[src/rtl/uart_tx_bus_responder.sv]
// Memory-mapped 8N1 UART transmitter on the core data bus, with a TX FIFO.
// Ports: clock/reset, bus_* load/store responder (comb read data), uart_tx.
module uart_tx_bus_responder #(
  parameter logic [31:0] BASE_ADDRESS    = 32'hFF00_0000,
  parameter int          FIFO_DEPTH      = 8,
  parameter logic [15:0] DEFAULT_DIVISOR = 16'd433
) (
  input  logic        clock,
  input  logic        reset,
  input  logic [31:0] bus_address,
  input  logic [31:0] bus_write_data,
  input  logic [2:0]  bus_format,
  input  logic        bus_read_enable,
  input  logic        bus_write_enable,
  output logic [31:0] bus_data_fetched,
  output logic        uart_tx
);

  localparam int AW = $clog2(FIFO_DEPTH);
  localparam int CW = AW + 1;

  typedef enum logic [1:0] {
    IDLE, START, DATA, STOP
  } state_t;

  state_t state, state_nx;

  logic [7:0]    mem [FIFO_DEPTH];
  logic [AW-1:0] wptr, rptr;
  logic [CW-1:0] count;
  logic          overflow;
  logic [15:0]   divisor;
  logic [15:0]   div_lat;
  logic [15:0]   timer;
  logic [7:0]    shift;
  logic [2:0]    bit_idx;

  logic       hit, is_read, is_write;
  logic [1:0] offset;
  logic       wr_tx, wr_status, div_we;
  logic       empty, full, busy;
  logic       pop, push, bit_end;

  assign hit      = bus_address[31:4] == BASE_ADDRESS[31:4];
  assign offset   = bus_address[3:2];
  assign is_read  = hit && bus_read_enable;
  assign is_write = hit && bus_write_enable;

  assign wr_tx     = is_write && offset == 2'd0;
  assign wr_status = is_write && offset == 2'd1;
  assign div_we    = is_write && offset == 2'd2 &&
                     (bus_format == 3'b010 ||
                      (bus_format == 3'b001 && !bus_address[1]));

  assign empty   = count == '0;
  assign full    = count == CW'(FIFO_DEPTH);
  assign busy    = state != IDLE;
  assign bit_end = timer == '0;

  // A pop in the same cycle frees a slot for a push into a full FIFO.
  assign pop  = state == IDLE && !empty;
  assign push = wr_tx && (!full || pop);

  logic unused_wdata;
  assign unused_wdata = ^{bus_write_data[31:16]};

  always_ff @(posedge clock) begin
    if (push) mem[wptr] <= bus_write_data[7:0];
  end

  always_ff @(posedge clock) begin
    if (reset) begin
      wptr     <= '0;
      rptr     <= '0;
      count    <= '0;
      overflow <= 1'b0;
      divisor  <= DEFAULT_DIVISOR;
    end else begin
      if (push) wptr <= wptr + AW'(1);
      if (pop)  rptr <= rptr + AW'(1);
      unique case ({push, pop})
        2'b10:   count <= count + CW'(1);
        2'b01:   count <= count - CW'(1);
        default: count <= count;
      endcase
      if (wr_tx && full && !pop)
        overflow <= 1'b1;
      else if (wr_status && bus_write_data[3])
        overflow <= 1'b0;
      if (div_we) divisor <= bus_write_data[15:0];
    end
  end

  always_ff @(posedge clock) begin
    if (reset) state <= IDLE;
    else       state <= state_nx;
  end

  always_comb begin
    state_nx = state;
    unique case (state)
      IDLE:  if (!empty) state_nx = START;
      START: if (bit_end) state_nx = DATA;
      DATA:  if (bit_end && bit_idx == 3'd7) state_nx = STOP;
      STOP:  if (bit_end) state_nx = IDLE;
      default: state_nx = IDLE;
    endcase
  end

  // Bit timer reloads from the divisor latched at frame start.
  always_ff @(posedge clock) begin
    if (reset) begin
      timer   <= '0;
      shift   <= '0;
      bit_idx <= '0;
      div_lat <= '0;
    end else begin
      unique case (state)
        IDLE: begin
          if (pop) begin
            shift   <= mem[rptr];
            div_lat <= divisor;
            timer   <= divisor;
          end
        end
        START: begin
          if (bit_end) begin
            timer   <= div_lat;
            bit_idx <= '0;
          end else begin
            timer <= timer - 16'd1;
          end
        end
        DATA: begin
          if (bit_end) begin
            timer   <= div_lat;
            shift   <= shift >> 1;
            bit_idx <= bit_idx + 3'd1;
          end else begin
            timer <= timer - 16'd1;
          end
        end
        STOP: begin
          if (!bit_end) timer <= timer - 16'd1;
        end
        default: timer <= '0;
      endcase
    end
  end

  always_comb begin
    uart_tx = 1'b1;
    unique case (state)
      START:   uart_tx = 1'b0;
      DATA:    uart_tx = shift[0];
      default: uart_tx = 1'b1;
    endcase
  end

  logic [31:0] reg_word, lane_word;
  logic [7:0]  rd_byte;
  logic [15:0] rd_half;

  always_comb begin
    reg_word = '0;
    unique case (offset)
      2'd1: reg_word = {16'h0, 8'(count), 4'h0,
                        overflow, empty, full, busy};
      2'd2: reg_word = {16'h0, divisor};
      default: reg_word = '0;
    endcase
  end

  assign lane_word = reg_word >> {bus_address[1:0], 3'b000};
  assign rd_byte   = lane_word[7:0];
  assign rd_half   = bus_address[1] ? reg_word[31:16] : reg_word[15:0];

  always_comb begin
    bus_data_fetched = '0;
    if (is_read) begin
      unique case (1'b1)
        bus_format == 3'b000: bus_data_fetched = {{24{rd_byte[7]}}, rd_byte};
        bus_format == 3'b001: bus_data_fetched = {{16{rd_half[15]}}, rd_half};
        bus_format == 3'b010: bus_data_fetched = reg_word;
        bus_format == 3'b100: bus_data_fetched = {24'h0, rd_byte};
        bus_format == 3'b101: bus_data_fetched = {16'h0, rd_half};
        default:              bus_data_fetched = '0;
      endcase
    end
  end

endmodule

[config.mk]
export PLATFORM = sky130hd
export DESIGN_NAME = uart_tx_bus_responder
export DESIGN_NICKNAME = d
export VERILOG_FILES = /design/src/rtl/uart_tx_bus_responder.sv
export SDC_FILE = /design/constraint.sdc
export NUM_CORES = 1
export LEC_CHECK = 0
export BUFFER_PORTS_ARGS = -buffer_cell sky130_fd_sc_hd__buf_2
export CAP_MARGIN = 20
export CORE_MARGIN = 5
export CORE_UTILIZATION = 52
export CTS_CLUSTER_DIAMETER = 100
export DETAILED_ROUTE_END_ITERATION = 10
export PLACE_DENSITY = 0.76
export SLEW_MARGIN = 15
export SYNTH_ARGS = -nofsm -noshare
export SYNTH_HDL_FRONTEND = slang
export SYNTH_SLANG_ARGS = --single-unit
[constraint.sdc]
create_clock -name clock -period 2.4 [get_ports clock]
set_input_delay 0 -clock clock [delete_from_list [all_inputs] [get_ports clock]]
set_output_delay 0 -clock clock [all_outputs]
set_load 0.005 [all_outputs]
-- Yosys cells after proc, flatten, opt, wreduce, memory -nomap -nowiden
Memory sizes are Yosys's and may differ from the RTL's. A register that Yosys moved wholly into a read port is not among the register bits.
Index checks and enable logic that the tools add are counted.
W data, S select, Z words.
- memory bits (writable): 64
- memories kept: 1
- word-level logic and storage cells: 101
- bits in registers: 72
- output and inout bits: 33
- bits of input ports: 71
- memories (memory ; words ; bits a word ; rd ports ; clocked after Yosys merged registers in ; write ports ; line ; source):
    mem ; 8 ; 8 ; 1 ; 1 ; 1 ; 28 ; logic [7:0] mem [FIFO_DEPTH];
- equal/unequal tests: 21
- reduce and logical (&&, ||, !) cells: 35
- $add $sub $neg: 6
- multiplexer cells: 27
- shift-type cells: 1
- operators by type and width (kind ; count):
    $pmux W32 S5 ; 1
    $mux W16 ; 4
    $pmux W16 S3 ; 1
    $mux W32 ; 1
    $pmux W16 S2 ; 1
    $shr A32 B5 Y8 ; 1
    $eq A28 B28 Y1 const B ; 1
    $logic_not A16 Y1 ; 1
    $mux W8 ; 2
    $pmux W8 S2 ; 1
    $sub A16 B1 Y16 const B ; 1
    $ne A2 B2 Y1 const B ; 7
    $logic_and A1 B1 Y1 ; 13
    $mux W3 ; 4
    $reduce_bool A2 Y1 ; 5
    $add A3 B1 Y3 const B ; 3
    $eq A3 B3 Y1 const B ; 3
    $eq A2 B2 Y1 const B ; 4
    $mux W2 ; 4
    $pmux W2 S4 ; 1
    $pmux W4 S2 ; 1
    $eq A2 B1 Y1 const B ; 3
    $pmux W3 S2 ; 1
    $reduce_and A3 Y1 ; 2
    15 further kinds ; 24

-- Logic depth before layout (Yosys ltp)
Gate-level depths: netlist of run 1.
- depth in word-level cells: 7
- depth in mapped cells: 14
- gate-level depth less buffers: 12

-- Worst setup path after synthesis of run 1
OpenSTA, ideal clock, no wires.
- path type: input -> output
- start point: input bus_address[20]
- end point: output bus_data_fetched[17]
- required time: 2.400 ns
- cell stages on the path: 6
- path buffers: 1
- data arrival time: 2.614 ns
- slack: -0.214 ns
- cell sequence: nor4bb_1 nand3_1 nor3_1 nand2_1 nor4b_1 buf_4
- cells in the longest elaborated chain, start to end: 3
- ends and longest elaborated chain (what ; line ; source):
    from (decl) ; 10 ; input logic [31:0] bus_address,
    $eq A28 B28 Y1 ; 44 ; assign hit = bus_address[31:4] == BASE_ADDRESS[31:4];
    $logic_and A1 B1 Y1 ; 46 ; assign is_read = hit && bus_read_enable;
    $mux W32 ; 180 ; if (is_read) begin
    to (decl) ; 15 ; output logic [31:0] bus_data_fetched,
Every way passes these cells.

-- Worst setup path in the final report of run 1
- start point: register state[1]
- end point: register count[3]
- cells in the longest elaborated chain, start to end: 6
- elaborated cells on any way between the ends: 8
- classes of those cells: eq/ne (2); mux (1); reduce/logical (5)
- ends and longest elaborated chain (what ; line ; source):
    from (decl) ; 26 ; state_t state, state_nx;
    from (signal assigned) ; 96 ; else state <= state_nx;
    $logic_not A2 Y1 * ; 61 ; assign pop = state == IDLE && !empty;
    $logic_and A1 B1 Y1 * ; 61 ;
    $logic_or A1 B1 Y1 ; 62 ; assign push = wr_tx && (!full || pop);
    $logic_and A1 B1 Y1 ; 62 ;
    $eq A2 B1 Y1 / $eq A2 B2 Y1 (equally long branches) ; 81 ; unique case ({push, pop})
    $pmux W4 S2 / $reduce_bool A2 Y1 (equally long branches) ; n/a ;
    to (signal assigned) ; 82 ; 2'b10: count <= count + CW'(1);
    to (signal assigned) ; 83 ; 2'b01: count <= count - CW'(1);
    to (signal assigned) ; 84 ; default: count <= count;
    to (decl) ; 30 ; logic [CW-1:0] count;
Every way passes the cells marked *; elsewhere a longest branch is shown, timed or not.
A chain may end at the register's enable or synchronous reset.

==> flow_metrics.env, run 1 <==
export IMPL_status="finished, final reports clean"
export IMPL_via_per_inst=5.89
export IMPL_clk_insertion_delay_late_ps=430
export IMPL_wl_met1_um=7450
export IMPL_min_period_ps=2220
export IMPL_synth_main_ff_cell="dfxtp_1"
export IMPL_top_layer="met4"
export IMPL_finalHoldViolCount=0
export IMPL_synth_edff_count=64
export IMPL_synthCells=647
export IMPL_utilization=0.636
export IMPL_die_area_sq_um=15600
export IMPL_clock_sinks=139
export IMPL_multi_input_area_sq_um=3130
export IMPL_route_met2_wl_um=8240
export IMPL_synth_common_cells="76 x nand2_1, 75 x dfxtp_1, 64 x edfxtp_1"
export IMPL_whs_ps=18.9
export IMPL_cts_resized=0
export IMPL_row_count=42
export IMPL_antenna_left=0
export IMPL_ys_ff_latch=139
export IMPL_swShare=0.392
export IMPL_routed_wl_met3_um=1220
export IMPL_required_ps=2770
export IMPL_fin_tns_setup_ps=0
export IMPL_worstReg2RegStart="state[1]"
export IMPL_io_pins=104
export IMPL_maxSlewHeadroom=0.462
export IMPL_worstPathArrival_ps=2590
export IMPL_vias=5582
export IMPL_post_route_period_util=0.924
export IMPL_p_switching_mw=3.77
export IMPL_total_power_mw=9.62
export IMPL_setup_ws_ps=182
export IMPL_clockPowerShare=0.256
export IMPL_r2r_cells=12
export IMPL_ys_top_cells_by_area="edfxtp_1 28%, dfxtp_1 22%, mux4_2 5.2%"
export IMPL_drc=0
export IMPL_grt_max_degree=53
export IMPL_grt_pass1_vias=5566
export IMPL_start_util=0.525
export IMPL_fillers=1002
export IMPL_wl_per_cell_um=18.2
export IMPL_regArea_sq_um=3420
export IMPL_yosysMostFrequentCell="nand2_1"
export IMPL_nets=846
export IMPL_postLayoutCellArea_sq_um=8320
export IMPL_maxSlewViolCount=0
export IMPL_dieWidth_um=125
export IMPL_dpl_hpwl_um=12000
export IMPL_max_freq_mhz=451
export IMPL_yosysTopAreaCell="edfxtp_1"
export IMPL_drt_iter0_drc=600
export IMPL_die_h_um=125
export IMPL_synthArstFlopShare=0
export IMPL_ys_types=59
export IMPL_cellPowerDensity_nw_per_um2=1160
export IMPL_setup_viol=0
export IMPL_p_leak_nw=3.05
export IMPL_r2r_setup_slack_ps=180
export IMPL_r2r_end="count[3]"
export IMPL_critical_path_class="reg2reg"
export IMPL_drt_wl_total_um=17200
export IMPL_place_congestion=0.912
export IMPL_clk_path_buf_depth=2
export IMPL_synthToLayoutAreaGrowth_pct=21.0
export IMPL_drive_gt1_frac=0.242
export IMPL_netlist_area_leader_share=0.280
export IMPL_syn_num_nets=734
export IMPL_worst_pin_slew_ps=801
export IMPL_coreArea_sq_um=13100
export IMPL_crit_path_start="state[1]"
export IMPL_clock_skew_ps=10.8
export IMPL_place_area_sq_um=7590
export IMPL_hold_depth=4
export IMPL_peakVddDrop_v=0.000524
export IMPL_portBuffers=87
export IMPL_clk_pin_slew_ps=60
export IMPL_crit_path_end_kind="flip-flop"
export IMPL_clock_root_buffer="clkbuf_16"
export IMPL_grt_setup_unrepaired="no"
export IMPL_grt_use_total=0.220
export IMPL_grt_pass1_wl_um=27900
export IMPL_drtPass1Iterations=5
export IMPL_min_path_type="in2reg"
export IMPL_yosysSeqAreaShare=0.498
export IMPL_instances_no_fill=948
export IMPL_antenna_found_initial=0
export IMPL_ctsHoldBuffers=17
export IMPL_crit_end="count[3]"
export IMPL_diodes=0
export IMPL_numCtsBuffers=17
export IMPL_cellInternalPower_mw=5.85
export IMPL_maxCapViolations=0
export IMPL_htree_levels=4
export IMPL_pwr_share_comb=0.426
export IMPL_dp_cells=899
export IMPL_cts_tree="yes"
export IMPL_cp_start_kind="flip-flop"
export IMPL_yosysWarningCount=0
export IMPL_grt_overflow_total=0
export IMPL_cp_max_fo=4
export IMPL_syn_area_sq_um=6870
export IMPL_cts_setup_buffers=0
export IMPL_power_frac_seq=0.318
export IMPL_pre_cts_slack_ps=122
export IMPL_syn_area_per_cell_sq_um=10.6
worst max-delay path, stage by stage (launching register included):
cell and delay [ps]:
dfxtp_1 390, inv_1 100, ha_1 250, inv_1 120, nor2_1 70, nand2_1 110
inv_1 70, ha_1 270, a21o_1 170, a21o_1 200, nor4_1 190, o21ai_0 130
nand4_1 90
power by group through the flow:
stage / Combinational (mW) / Clock [mW] / Sequential [mW]
2_1_floorplan: 2.84 / 0 / 3.02
3_3_place_gp: 3.86 / 0 / 3.07
3_5_place_dp: 3.98 / 0 / 3.09
4_1_cts: 4.05 / 2.47 / 3.05
5_1_grt: 4.46 / 2.59 / 3.09
6_report: 4.09 / 2.47 / 3.06
per-layer routing:
metal / vias up / GRT usage
met3: 30 / 0.0516
met5: - / 0
met4: 0 / 0.0708
met1: 2667 / 0.292
li1: 2630 / -
met2: 255 / 0.360
cell type report:
cell class                 instances  area share
multi-input combinational        440       0.377
sequential                       139       0.412
tap                              176      0.0265
clock inverter                    15      0.0155
timing repair buffer             145       0.111
inverter                          16     0.00722
clock buffer                      17      0.0512
sequential cells by signal, indices dropped and copies added, names as in the netlist, named ones only:
register	flops
overflow	1
timer	16
rptr	3
bit_idx	3
count	4
div_lat	16
state	2
wptr	3
divisor	16
mem	64
shift	8
worst min-delay path by stage:
stage | start | end | slack (ps)
global placement | bus_write_data[8] | divisor[8] | 220
finish | bus_write_enable | overflow | 20
CTS | bus_write_enable | overflow | 9
detailed placement | bus_write_data[8] | divisor[8] | 220
global route | bus_write_enable | overflow | 30
floorplan | bus_format[2] | bus_data_fetched[16] | 90
kinds of logic (layout without fill, tap and decap cells):
group	Yosys count	after routing	share of synthesized area
AO/OA/AOI/OAI	135	135	0.131
XOR/XNOR	16	16	0.0204
adder cells (fa/ha/maj)	16	16	0.0302
buffers and inverters	68	193	0.0477
flip-flops	139	139	0.498
multiplexers	50	50	0.103
AND/OR/NAND/NOR	223	223	0.170
layout by cell type, fill, tap and decap left out, types with 6 or more instances in the layout:
master | netlist | final
mux2i_1 | 31 | 31
nor4_1 | 8 | 7
a221oi_1 | 14 | 14
or3_1 | 6 | 6
o41ai_1 | 10 | 10
buf_2 | 7 | 87
buf_4 | 17 | 40
o21ai_0 | 14 | 14
edfxtp_1 | 64 | 64
xnor2_1 | 9 | 9
dlygate4sd3_1 | 0 | 17
inv_1 | 16 | 16
dfxtp_1 | 75 | 75
nor3_1 | 12 | 12
mux4_2 | 16 | 16
ha_1 | 15 | 15
clkbuf_16 | 0 | 17
nand2b_1 | 10 | 10
nand2_1 | 76 | 76
xor2_1 | 7 | 7
nor2_1 | 54 | 54
nand3_1 | 20 | 20
o2bb2ai_1 | 10 | 10
a21oi_1 | 49 | 49
Power figures use the tool's default switching activity.
==> run 2: changes to the inputs <==
--- a/config.mk
+++ b/config.mk
@@ -7,11 +7,11 @@
 export LEC_CHECK = 0
 export BUFFER_PORTS_ARGS = -buffer_cell sky130_fd_sc_hd__buf_2
 export CAP_MARGIN = 20
-export CORE_MARGIN = 5
-export CORE_UTILIZATION = 52
+export CORE_MARGIN = 2
+export CORE_UTILIZATION = 25
 export CTS_CLUSTER_DIAMETER = 100
 export DETAILED_ROUTE_END_ITERATION = 10
-export PLACE_DENSITY = 0.76
+export PLACE_DENSITY = 0.42
 export SLEW_MARGIN = 15
 export SYNTH_ARGS = -nofsm -noshare
 export SYNTH_HDL_FRONTEND = slang
==> flow_metrics.env, run 2 (same netlist as run 1, synthesis figures left out) <==
export IMPL_cp_max_fo=10
export IMPL_hold_start="bus_write_enable"
export IMPL_grt_pass1_wl_um=30400
export IMPL_worstPathArrival_ps=2500
export IMPL_cts_tree="yes"
export IMPL_place_area_sq_um=7900
export IMPL_clk_pin_slew_ps=60
export IMPL_r2r_setup_slack_ps=190
export IMPL_antenna_left=0
export IMPL_clock_root_buffer="clkbuf_16"
export IMPL_drive_gt1_frac=0.255
export IMPL_finalHoldViolCount=0
export IMPL_min_period_ps=2210
export IMPL_worstReg2RegStart="timer[14]"
export IMPL_status="finished, final reports clean"
export IMPL_clock_skew_ps=4.41
export IMPL_dpl_hpwl_um=13300
export IMPL_grt_use_total=0.137
export IMPL_row_count=60
export IMPL_vias=5343
export IMPL_postLayoutCellArea_sq_um=8670
export IMPL_maxSlewHeadroom=0.565
export IMPL_antenna_found_initial=0
export IMPL_cellPowerDensity_nw_per_um2=1160
export IMPL_clock_sinks=139
export IMPL_io_pins=104
export IMPL_dieWidth_um=170
export IMPL_clk_insertion_delay_late_ps=420
export IMPL_clk_path_buf_depth=2
export IMPL_place_congestion=0.779
export IMPL_drt_iter0_drc=382
export IMPL_maxCapViolations=0
export IMPL_grt_pass1_vias=5445
export IMPL_die_h_um=170
export IMPL_numCtsBuffers=17
export IMPL_start_util=0.255
export IMPL_r2r_end="timer[5]"
export IMPL_diodes=0
export IMPL_fin_tns_setup_ps=0
export IMPL_p_leak_nw=3.14
export IMPL_grt_max_degree=56
export IMPL_crit_path_end_kind="flip-flop"
export IMPL_drtPass1Iterations=4
export IMPL_coreArea_sq_um=27000
export IMPL_worst_pin_slew_ps=652
export IMPL_synthToLayoutAreaGrowth_pct=26.2
export IMPL_via_per_inst=4.75
export IMPL_cp_start_kind="flip-flop"
export IMPL_nets=858
export IMPL_regMostFlops="mem"
export IMPL_wl_per_cell_um=16.9
export IMPL_crit_end="timer[5]"
export IMPL_required_ps=2680
export IMPL_maxSlewViolCount=0
export IMPL_layout_common_cells="87 x buf_2, 76 x nand2_1, 74 x dfxtp_1"
export IMPL_min_path_type="in2reg"
export IMPL_crit_path_start="timer[14]"
export IMPL_peakVddDrop_v=0.000551
export IMPL_die_area_sq_um=28800
export IMPL_final_common_cell="buf_2"
export IMPL_largest_reg_flops=64
export IMPL_setup_viol=0
export IMPL_post_route_period_util=0.922
export IMPL_portBuffers=87
export IMPL_drc=0
export IMPL_fillers=2747
export IMPL_grt_overflow_total=0
export IMPL_htree_levels=4
export IMPL_critical_path_class="reg2reg"
export IMPL_max_freq_mhz=452
export IMPL_grt_setup_unrepaired="no"
export IMPL_drt_wl_total_um=19000
export IMPL_r2r_cells=5
-- run 2: per-layer routing --
| layer | GRT usage | share of wire | up-vias |
|---|---|---|---|
| met2 | 0.217 | 0.45 | 117 |
| met4 | 0.0468 | 0.016 | 0 |
| li1 | - | - | 2645 |
| met1 | 0.189 | 0.49 | 2558 |
| met3 | 0.0245 | 0.046 | 23 |
| met5 | 0 | 0 | - |
-- run 2: worst min path at each step --
stage,to,slack (ps),cells after the start
2_1_floorplan,bus_data_fetched[16],90,1
3_3_place_gp,divisor[8],220,3
3_5_place_dp,divisor[8],230,3
4_1_cts,overflow,20,4
5_1_grt,overflow,80,4
6_report,overflow,30,4
-- run 2: worst max-delay path, stage by stage (launching register included) --
cell and delay, ps:
dfxtp_1 350, nor4_1 530, nand4_1 320, a21o_1 420
a221oi_1 340, o41ai_1 110
-- run 2: per-stage QoR --
step                      worst slack (ps)  utilization  cells  power [mW]  hold slack [ps]
after global placement                 185        0.293   1076        7.42              222
final                                  186        0.322   1125        10.0             31.2
after CTS                              168        0.322   1125        10.2             19.5
after detailed placement               151        0.293   1076        7.41              229
after floorplan                       72.9            -    647        5.86             86.5
after global routing                  1.58        0.322   1125        10.8             83.9
-- run 2: timing repair --
action | 4_1_cts | 5_1_grt
resized for setup | 0 | 2
hold endpoints to repair | 83 | 0
endpoints found under the setup margin | 0 | 1
buffers inserted | 0 | 0
hold buffers | 17 | 0
-- run 2: final cells by class --
type	count	area, sq um	area share
sequential	139	3420	0.395
inverter	16	60.1	0.00693
clock buffer	18	429	0.0495
tap	341	427	0.0492
timing repair buffer	157	1030	0.119
multi-input combinational	440	3140	0.362
clock inverter	14	168	0.0193
-- run 2: report_power, final --
part / leakage, nW / switching [mW] / internal, mW
registers: 1.18 / 0.237 / 2.77
logic: 1.67 / 2.49 / 1.86
clock network: 0.291 / 1.06 / 1.64
total: 3.14 / 3.78 / 6.27
==> run 3: changes to the inputs <==
--- a/config.mk
+++ b/config.mk
@@ -11,7 +11,7 @@
 export CORE_UTILIZATION = 25
 export CTS_CLUSTER_DIAMETER = 100
 export DETAILED_ROUTE_END_ITERATION = 10
-export PLACE_DENSITY = 0.42
+export PLACE_DENSITY = 0.45
 export SLEW_MARGIN = 15
 export SYNTH_ARGS = -nofsm -noshare
 export SYNTH_HDL_FRONTEND = slang
==> flow_metrics.env, run 3 (same netlist as run 1, synthesis figures left out) <==
export IMPL_status="finished, final reports clean"
export IMPL_grt_pass1_wl_um=29700
export IMPL_worst_pin_slew_ps=492
export IMPL_p_leak_nw=3.07
export IMPL_htree_levels=4
export IMPL_drt_wl_total_um=18600
export IMPL_cts_setup_buffers=0
export IMPL_clock_sinks=139
export IMPL_routed_wl_met3_um=582
export IMPL_cellInternalPower_mw=5.90
export IMPL_crit_end="count[3]"
export IMPL_synthToLayoutAreaGrowth_pct=24.4
export IMPL_r2r_setup_slack_ps=240
export IMPL_route_met2_wl_um=8650
export IMPL_clockPowerShare=0.244
export IMPL_diodes=0
export IMPL_worstPathArrival_ps=2520
export IMPL_nets=853
export IMPL_drive_gt1_frac=0.251
export IMPL_grt_overflow_total=0
export IMPL_cellPowerDensity_nw_per_um2=1130
export IMPL_portBuffers=87
export IMPL_max_freq_mhz=463
export IMPL_io_pins=104
export IMPL_clock_skew_ps=10.3
export IMPL_clk_pin_slew_ps=60
export IMPL_die_h_um=170
export IMPL_final_common_cell="buf_2"
export IMPL_largest_reg_flops=64
export IMPL_cp_max_fo=4
export IMPL_row_count=60
export IMPL_dieWidth_um=170
export IMPL_wl_per_cell_um=16.6
export IMPL_grt_setup_unrepaired="no"
export IMPL_swShare=0.390
export IMPL_crit_path_end_kind="flip-flop"
export IMPL_setup_viol=0
export IMPL_worstReg2RegStart="state[0]"
export IMPL_clk_path_buf_depth=2
export IMPL_pwr_share_comb=0.443
export IMPL_coreArea_sq_um=27000
export IMPL_required_ps=2770
export IMPL_fillers=2744
export IMPL_peakVddDrop_v=0.000426
export IMPL_maxSlewHeadroom=0.672
export IMPL_layout_common_cells="87 x buf_2, 76 x nand2_1, 75 x dfxtp_1"
export IMPL_drt_iter0_drc=338
export IMPL_r2r_cells=12
export IMPL_clock_root_buffer="clkbuf_16"
export IMPL_drtPass1Iterations=4
export IMPL_clk_insertion_delay_late_ps=420
export IMPL_wl_met1_um=9180
export IMPL_power_frac_seq=0.313
export IMPL_critical_path_class="reg2reg"
export IMPL_antenna_left=0
export IMPL_total_power_mw=9.67
export IMPL_setup_ws_ps=241
export IMPL_die_area_sq_um=28800
export IMPL_p_switching_mw=3.77
export IMPL_min_period_ps=2160
export IMPL_r2r_end="count[3]"
export IMPL_utilization=0.317
export IMPL_fin_tns_setup_ps=0
export IMPL_antenna_found_initial=0
export IMPL_drc=0
export IMPL_numCtsBuffers=17
export IMPL_min_path_type="in2reg"
export IMPL_via_per_inst=4.75
export IMPL_place_congestion=0.781
export IMPL_vias=5314
export IMPL_finalHoldViolCount=0
export IMPL_maxCapViolations=0
export IMPL_pre_cts_slack_ps=152
export IMPL_grt_pass1_vias=5286
export IMPL_regMostFlops="mem"
export IMPL_grt_max_degree=39
export IMPL_crit_path_start="state[0]"
export IMPL_maxSlewViolCount=0
export IMPL_cts_tree="yes"
export IMPL_grt_use_total=0.133
export IMPL_cp_start_kind="flip-flop"
export IMPL_top_layer="met4"
export IMPL_post_route_period_util=0.900
export IMPL_start_util=0.255
export IMPL_dpl_hpwl_um=13100
run 3: cell type report:
| type | count | area (sq um) | area share |
|---|---|---|---|
| inverters | 16 | 60.1 | 0.00703 |
| clock inverters | 14 | 98.8 | 0.0116 |
| clock buffers | 17 | 425 | 0.0498 |
| multi-input cells | 440 | 3140 | 0.367 |
| well taps | 341 | 427 | 0.0499 |
| repair buffers | 152 | 976 | 0.114 |
| flip-flops and latches | 139 | 3420 | 0.401 |
run 3: critical path: stages, from the launching register on:
cell	delay, ps
dfxtp_1	390
inv_1	100
ha_1	250
inv_1	120
nor2_2	60
nand2_1	110
inv_1	70
ha_1	260
a21o_1	170
a21o_1	210
nor4_1	150
o21ai_0	120
nand4_1	90
run 3: metal layers:
metal  up-vias  global-route usage
li1       2633                   -
met1      2565               0.185
met2       103               0.212
met3        13              0.0247
met4         0              0.0379
met5         -                   0
run 3: how the worst min path moves through the flow:
| stage | start | cells past startpoint | slack [ps] | endpoint |
|---|---|---|---|---|
| 4_1_cts | reset | 2 | 9 | bit_idx[0] |
| 3_5_place_dp | bus_write_data[8] | 3 | 220 | divisor[8] |
| 5_1_grt | reset | 2 | 40 | bit_idx[0] |
| 2_1_floorplan | bus_format[2] | 1 | 90 | bus_data_fetched[16] |
| 3_3_place_gp | bus_write_data[8] | 3 | 220 | divisor[8] |
| 6_report | reset | 2 | 20 | bit_idx[0] |
run 3: power by group through the flow:
stage	combinational (mW)	clock, mW	sequential (mW)
after floorplan	2.84	0	3.02
after global placement	4.25	0	3.07
after detailed placement	4.27	0	3.07
after CTS	4.30	2.42	3.02
after global routing	4.75	2.51	3.07
final	4.28	2.36	3.03
run 3: through the flow:
| stage | instances | instance area [sq um] | hold slack, ps |
|---|---|---|---|
| final | 1119 | 8550 | 20.3 |
| after global routing | 1119 | 8550 | 41.2 |
| after CTS | 1119 | 8540 | 8.99 |
| after detailed placement | 1072 | 7860 | 224 |
| after global placement | 1072 | 7860 | 225 |
| after floorplan | 647 | 6890 | 86.5 |
run 3: timing repair:
action                                  4_1_cts  5_1_grt
endpoints found under the hold margin        80        0
hold buffers                                 16        0
gates resized for setup                       0        1
endpoints found under the setup margin        0        1
